### src/rtl/project_pwm_peripheral_action_unit.sv
`default_nettype none
// ============================================================================
// project_pwm_peripheral_action_unit
//   Compare/action stage with shadowed compares and a complementary dead-time output pair.
//   Revision: 1.0
// ============================================================================
module project_pwm_peripheral_action_unit #(
  parameter int WIDTH    = 16,
  parameter int NUM_CMP  = 2,
  parameter int DT_WIDTH = 8
) (
  input  logic                       i_clk,
  input  logic                       i_reset,
  input  logic                       i_enable,
  input  logic [WIDTH-1:0]           i_period,
  input  logic [WIDTH-1:0]           i_counter,
  input  logic [WIDTH-1:0]           i_counter_next,
  input  logic                       i_dir_next,
  input  logic [NUM_CMP*WIDTH-1:0]   i_compare,
  input  logic [1:0]                 i_action_zero,
  input  logic [1:0]                 i_action_period,
  input  logic [NUM_CMP*2-1:0]       i_action_cmp_up,
  input  logic [NUM_CMP*2-1:0]       i_action_cmp_down,
  input  logic [1:0]                 i_load_mode,
  input  logic                       i_force_en,
  input  logic                       i_force_val,
  input  logic [DT_WIDTH-1:0]        i_deadtime_rise,
  input  logic [DT_WIDTH-1:0]        i_deadtime_fall,
  output logic                       o_pwm_a,
  output logic                       o_pwm_b,
  output logic                       o_raw,
  output logic                       o_event_zero,
  output logic                       o_event_period,
  output logic [NUM_CMP-1:0]         o_event_cmp
);

  typedef enum logic [2:0] {
    ST_IDLE = 3'd0,
    ST_A    = 3'd1,
    ST_DT_A = 3'd2,
    ST_B    = 3'd3,
    ST_DT_B = 3'd4
  } state_t;

  localparam logic [1:0]          c_ACT_CLR = 2'b01;
  localparam logic [1:0]          c_ACT_SET = 2'b10;
  localparam logic [1:0]          c_ACT_TGL = 2'b11;
  localparam logic [DT_WIDTH-1:0] c_DT_ONE  = DT_WIDTH'(1);

  logic [NUM_CMP*WIDTH-1:0] r_cmp_active;
  logic                     r_raw;
  logic                     r_ev_zero;
  logic                     r_ev_period;
  logic [NUM_CMP-1:0]       r_ev_cmp;
  state_t                   r_state;
  logic [DT_WIDTH-1:0]      r_dt_cnt;

  logic                     w_match_zero;
  logic                     w_match_period;
  logic [NUM_CMP-1:0]       w_match_cmp;
  logic [1:0]               w_action;
  logic                     w_raw_next;
  logic                     w_load;
  state_t                   w_state_next;
  logic [DT_WIDTH-1:0]      w_dt_cnt_next;
  logic                     w_go_a;
  logic                     w_go_b;
  logic                     w_unused;

  // Matching is done one step ahead on i_counter_next; the current count is not needed.
  assign w_unused       = ^i_counter;
  assign w_match_zero   = (i_counter_next == '0);
  assign w_match_period = (i_counter_next == i_period);

  generate
    for (genvar g = 0; g < NUM_CMP; g++) begin : g_cmp_match
      assign w_match_cmp[g] = (i_counter_next == r_cmp_active[g*WIDTH +: WIDTH]);
    end
  endgenerate

  // Lowest priority is written first so higher-priority matches overwrite it.
  always_comb begin
    w_action = 2'b00;
    if (w_match_period) w_action = i_action_period;
    for (int k = NUM_CMP - 1; k >= 0; k--) begin
      if (w_match_cmp[k])
        w_action = i_dir_next ? i_action_cmp_up[k*2 +: 2] : i_action_cmp_down[k*2 +: 2];
    end
    if (w_match_zero) w_action = i_action_zero;
  end

  always_comb begin
    w_raw_next = r_raw;
    if (i_force_en) begin
      w_raw_next = i_force_val;
    end else begin
      case (w_action)
        c_ACT_CLR: w_raw_next = 1'b0;
        c_ACT_SET: w_raw_next = 1'b1;
        c_ACT_TGL: w_raw_next = ~r_raw;
        default:   w_raw_next = r_raw;
      endcase
    end
  end

  always_comb begin
    w_load = 1'b1;
    case (i_load_mode)
      2'b01:   w_load = w_match_zero;
      2'b10:   w_load = w_match_period;
      2'b11:   w_load = w_match_zero | w_match_period;
      default: w_load = 1'b1;
    endcase
  end

  always_ff @(posedge i_clk or posedge i_reset) begin
    if (i_reset) begin
      r_cmp_active <= '0;
      r_raw        <= 1'b0;
      r_ev_zero    <= 1'b0;
      r_ev_period  <= 1'b0;
      r_ev_cmp     <= '0;
    end else begin
      if (w_load) r_cmp_active <= i_compare;
      r_raw       <= w_raw_next;
      r_ev_zero   <= w_match_zero;
      r_ev_period <= w_match_period;
      r_ev_cmp    <= w_match_cmp;
    end
  end

  always_ff @(posedge i_clk or posedge i_reset) begin
    if (i_reset) begin
      r_state  <= ST_IDLE;
      r_dt_cnt <= '0;
    end else begin
      r_state  <= w_state_next;
      r_dt_cnt <= w_dt_cnt_next;
    end
  end

  // The dead counter holds the low cycles still owed, so a zero dead-time skips the dead state.
  always_comb begin
    w_state_next  = r_state;
    w_dt_cnt_next = r_dt_cnt;
    w_go_a        = 1'b0;
    w_go_b        = 1'b0;
    case (r_state)
      ST_IDLE: begin
        w_go_a = r_raw;
        w_go_b = ~r_raw;
      end
      ST_A: w_go_b = ~r_raw;
      ST_B: w_go_a = r_raw;
      ST_DT_A: begin
        if (!r_raw)                   w_go_b = 1'b1;
        else if (r_dt_cnt <= c_DT_ONE) w_state_next = ST_A;
        else                          w_dt_cnt_next = r_dt_cnt - c_DT_ONE;
      end
      ST_DT_B: begin
        if (r_raw)                    w_go_a = 1'b1;
        else if (r_dt_cnt <= c_DT_ONE) w_state_next = ST_B;
        else                          w_dt_cnt_next = r_dt_cnt - c_DT_ONE;
      end
      default: w_state_next = ST_IDLE;
    endcase
    if (w_go_a) begin
      w_state_next  = (i_deadtime_rise == '0) ? ST_A : ST_DT_A;
      w_dt_cnt_next = i_deadtime_rise;
    end
    if (w_go_b) begin
      w_state_next  = (i_deadtime_fall == '0) ? ST_B : ST_DT_B;
      w_dt_cnt_next = i_deadtime_fall;
    end
    if (!i_enable) begin
      w_state_next  = ST_IDLE;
      w_dt_cnt_next = '0;
    end
  end

  assign o_pwm_a        = (r_state == ST_A) & i_enable;
  assign o_pwm_b        = (r_state == ST_B) & i_enable;
  assign o_raw          = r_raw;
  assign o_event_zero   = r_ev_zero;
  assign o_event_period = r_ev_period;
  assign o_event_cmp    = r_ev_cmp;

endmodule
`default_nettype wire

### config.mk
export PLATFORM = sky130hd
export DESIGN_NAME = project_pwm_peripheral_action_unit
export DESIGN_NICKNAME = d
export VERILOG_FILES = /design/src/rtl/project_pwm_peripheral_action_unit.sv
export SDC_FILE = /design/constraint.sdc
export NUM_CORES = 1
export LEC_CHECK = 0
export CELL_PAD_IN_SITES_DETAIL_PLACEMENT = 1
export CELL_PAD_IN_SITES_GLOBAL_PLACEMENT = 1
export CORE_ASPECT_RATIO = 0.75
export CORE_MARGIN = 3
export CORE_UTILIZATION = 33
export CTS_BUF_LIST = sky130_fd_sc_hd__clkbuf_8
export CTS_CLUSTER_DIAMETER = 200
export DETAILED_ROUTE_END_ITERATION = 10
export HOLD_SLACK_MARGIN = 0.06
export PLACE_DENSITY_LB_ADDON = 0.1
export SETUP_SLACK_MARGIN = 0.2
export SYNTH_ARGS = -nofsm -noshare
export SYNTH_HDL_FRONTEND = slang
export SYNTH_SLANG_ARGS = --single-unit
### constraint.sdc
create_clock -name i_clk -period 2.9 [get_ports i_clk]
set_input_delay 0.29 -clock i_clk [delete_from_list [all_inputs] [get_ports i_clk]]
set_output_delay 0.29 -clock i_clk [all_outputs]
set_load 0.05 [all_outputs]
==> impl_results.md <==
- Status: finished clean
- Worst reg2reg startpoint: r_dt_cnt[2]$_DFFE_PP0P_
- Clk_skew: 0.00696 ns
- PwrDens: 557 nW/um2
- Final slew viol count: 0
- Fin crit period: 2.44 ns
- Gr usage total: 0.179
- Diode count: 0
- First-pass GRT wire length: 14000 um
- # Post-CTS Setup Buffers: 0
- Initial antenna violation count: 0
- Crit Path Class: flip-flop to output pin
- Pleak: 1.61 nW
- HPWL Detailed: 7340 um
- Die Ht: 87.6 um
- Crit share post-route: 0.840
- H-tree depth: 2
- Maximum capacitance violations: 0
- Routability cong.: 0.815
- Synth Instances: 276
- Number of flops mapped to enable cells by yosys: 0
- R2R Path End: r_dt_cnt[5]$_DFFE_PP0P_
- Worst slack, placed: 0.0868 ns
- Antenna-violating nets left: 0
- Worst R2R Setup Slack: 0.65 ns
- Commonest non-fill, non-tap cell in the layout: clkdlybuf4s50_1
- Clock Tree Buf Depth: 2
- DIE AREA: 10100 um2
- Num CTS Buffers: 5
- Drt drc: 0
- WP data required: 2.61 ns
- WL final: 9010 um
- RSZ-0062 raised after global routing: false
- Initial Utilization: 0.342
- Peak Freq: 0.410 GHz
- Hold Buf Count CTS: 0
- Post-synth top flop: dfrtp_1
- Hold Vio Cnt, Final: 0
- Die W: 115 um
- Crit path DAT: 2.15 ns
- Number of I/O port buffers: 106
- HP Class: primary input to async pin
- Via count: 2534
- Crit path capture type: output pin
- Top-Level Pins: 123
- Sequential area share after synthesis: 0.410
- Clock slew at reported path FFs: 0.09 ns
- Max incr delay on CP: 0.86 ns
- GRT overflow: 0
- Clk_lat worst skew: 0.31 ns
- Peak VDD IR: 0.000225 V
- Layout cells sized above 1: 0.159
- Via density per instance: 5.09
- Area Overhead vs Synth: 45.9%
- TNS Setup: 0 ns
- Core area: 8560 um2
- 1st-pass router iterations: 4
- Mapped cell area: 2930 um2
- Vias in the first global route: 2599
- R2R cell count: 7
- Nets: 507
- Avg Inst Size Synth: 10.6 um2
- Crit path from: r_state[1]$_DFFE_PP0P_
- Num Clock Sinks: 48
- Slowest CP cell: clkdlybuf4s50_1
- Async S/R FF share, synth: 1.00
- Post-synthesis net count: 394
- CP Launch Type: flip-flop
- Root Driver: clkbuf_8
- FF+latch count, synth: 48
- Final setup vio count: 0
- Iteration-0 DRC Markers: 102
- Least-Margin Pin Slew: 0.532 ns
- Post-synth cell types: 46
- Crit-path cells: inv_1, nor4b_1, clkdlybuf4s50_1
- Crit-path max FO: 11
- Setup slack after layout: 0.463 ns
- Row count: 29
- WL/cell: 18.1 um
- Crit path to: o_pwm_b
- Slew margin rel.: 0.645
- Syn. warnings: 0
- CTS tree: yes
- Largest net degree at the start of global routing: 27
- Commonest cells after routing, fill and taps aside: clkdlybuf4s50_1, xnor2_1, dfrtp_1
worst max-delay path, delay by kind of cell (launching register included):
| kind | cells | cell delay (ns) |
|---|---|---|
| buffers and inverters | 2 | 0.97 |
| AND/OR/NAND/NOR | 1 | 0.30 |
| flip-flops | 1 | 0.58 |
flip-flops by register name, indices dropped and copies added, names as in the netlist:
name            cells
o_event_cmp         2
o_event_period      1
o_event_zero        1
o_raw               1
r_cmp_active       32
r_dt_cnt            8
r_state             3
synthesized netlist by cell type (2+ instances only):
cell | instances | area share
nor4b_1 | 3 | 0.0090
nand3b_1 | 2 | 0.0051
nor3_1 | 2 | 0.0034
nand4_1 | 12 | 0.026
nor4_1 | 11 | 0.023
xor2_1 | 3 | 0.0090
a211oi_1 | 9 | 0.023
a2111oi_0 | 2 | 0.0060
nor2_1 | 15 | 0.019
nor2b_1 | 4 | 0.0085
nand3_1 | 2 | 0.0034
mux2_2 | 35 | 0.13
a22o_1 | 3 | 0.0090
clkbuf_1 | 6 | 0.0077
o21ai_0 | 10 | 0.017
buf_2 | 3 | 0.0051
xnor2_1 | 53 | 0.16
dfrtp_1 | 48 | 0.41
a21oi_1 | 10 | 0.017
ha_1 | 2 | 0.0085
inv_1 | 7 | 0.0090
nand2_1 | 10 | 0.013
cell type report:
class                           instances  area (um2)
Fill cell                             947        4290
Multi-Input combinational cell        211        1670
Sequential cell                        48        1200
Timing Repair Buffer                  116        1150
Tap cell                              108         135
Clock buffer                            6        82.6
Inverter                                7        26.3
Clock inverter                          2        15.0
worst min-delay path by stage:
stage	from	endpoint	slack (ns)
floorplan	i_enable	r_state[2]$_DFFE_PP0P_	0.42
global placement	r_cmp_active[5]$_DFFE_PP0P_	r_cmp_active[5]$_DFFE_PP0P_	0.51
detailed placement	r_cmp_active[13]$_DFFE_PP0P_	r_cmp_active[13]$_DFFE_PP0P_	0.52
CTS	i_reset	r_cmp_active[19]$_DFFE_PP0P_	0.20
global route	i_reset	r_cmp_active[25]$_DFFE_PP0P_	0.21
finish	i_reset	r_cmp_active[19]$_DFFE_PP0P_	0.21
layer usage:
metal	wire length (um)	global-route usage
met1	4600	0.263
met3	417	0.0435
met5	0	0
met2	3950	0.278
met4	34	0.0192
power by group:
part           internal (mW)  total [mW]  switching [mW]  leakage [nW]
Sequential             0.794       0.949           0.155         0.585
Combinational          0.541        1.00           0.461         0.979
Clock                  0.193       0.431           0.237        0.0434
Total                   1.53        2.38           0.853          1.61
per-stage QoR:
stage	utilization	hold WS [ns]	area [um2]	instances	total power [mW]
after floorplan	-	0.423	2930	276	1.60
after global placement	0.488	0.510	4180	490	1.94
after detailed placement	0.488	0.519	4180	490	1.97
after CTS	0.499	0.202	4270	498	2.41
after global routing	0.499	0.212	4270	498	2.56
final	0.499	0.209	4270	498	2.38
logic make-up after synthesis:
kind of cell	count (synthesis)	share of synthesized area
DFF	48	0.410
adders and majority gates	2	0.00854
xor gates and xnor gates	56	0.167
buffers and inverters	17	0.0256
and+or+nand+nor	72	0.146
muxes	36	0.138
AOI/OAI and AO/OA	45	0.104
timing repair:
item                       4_1_cts  5_1_grt
hold endpoints to repair         0        0
resized for setup                0        1
setup endpoints to repair        0        1
Power figures use the tool's default switching activity.
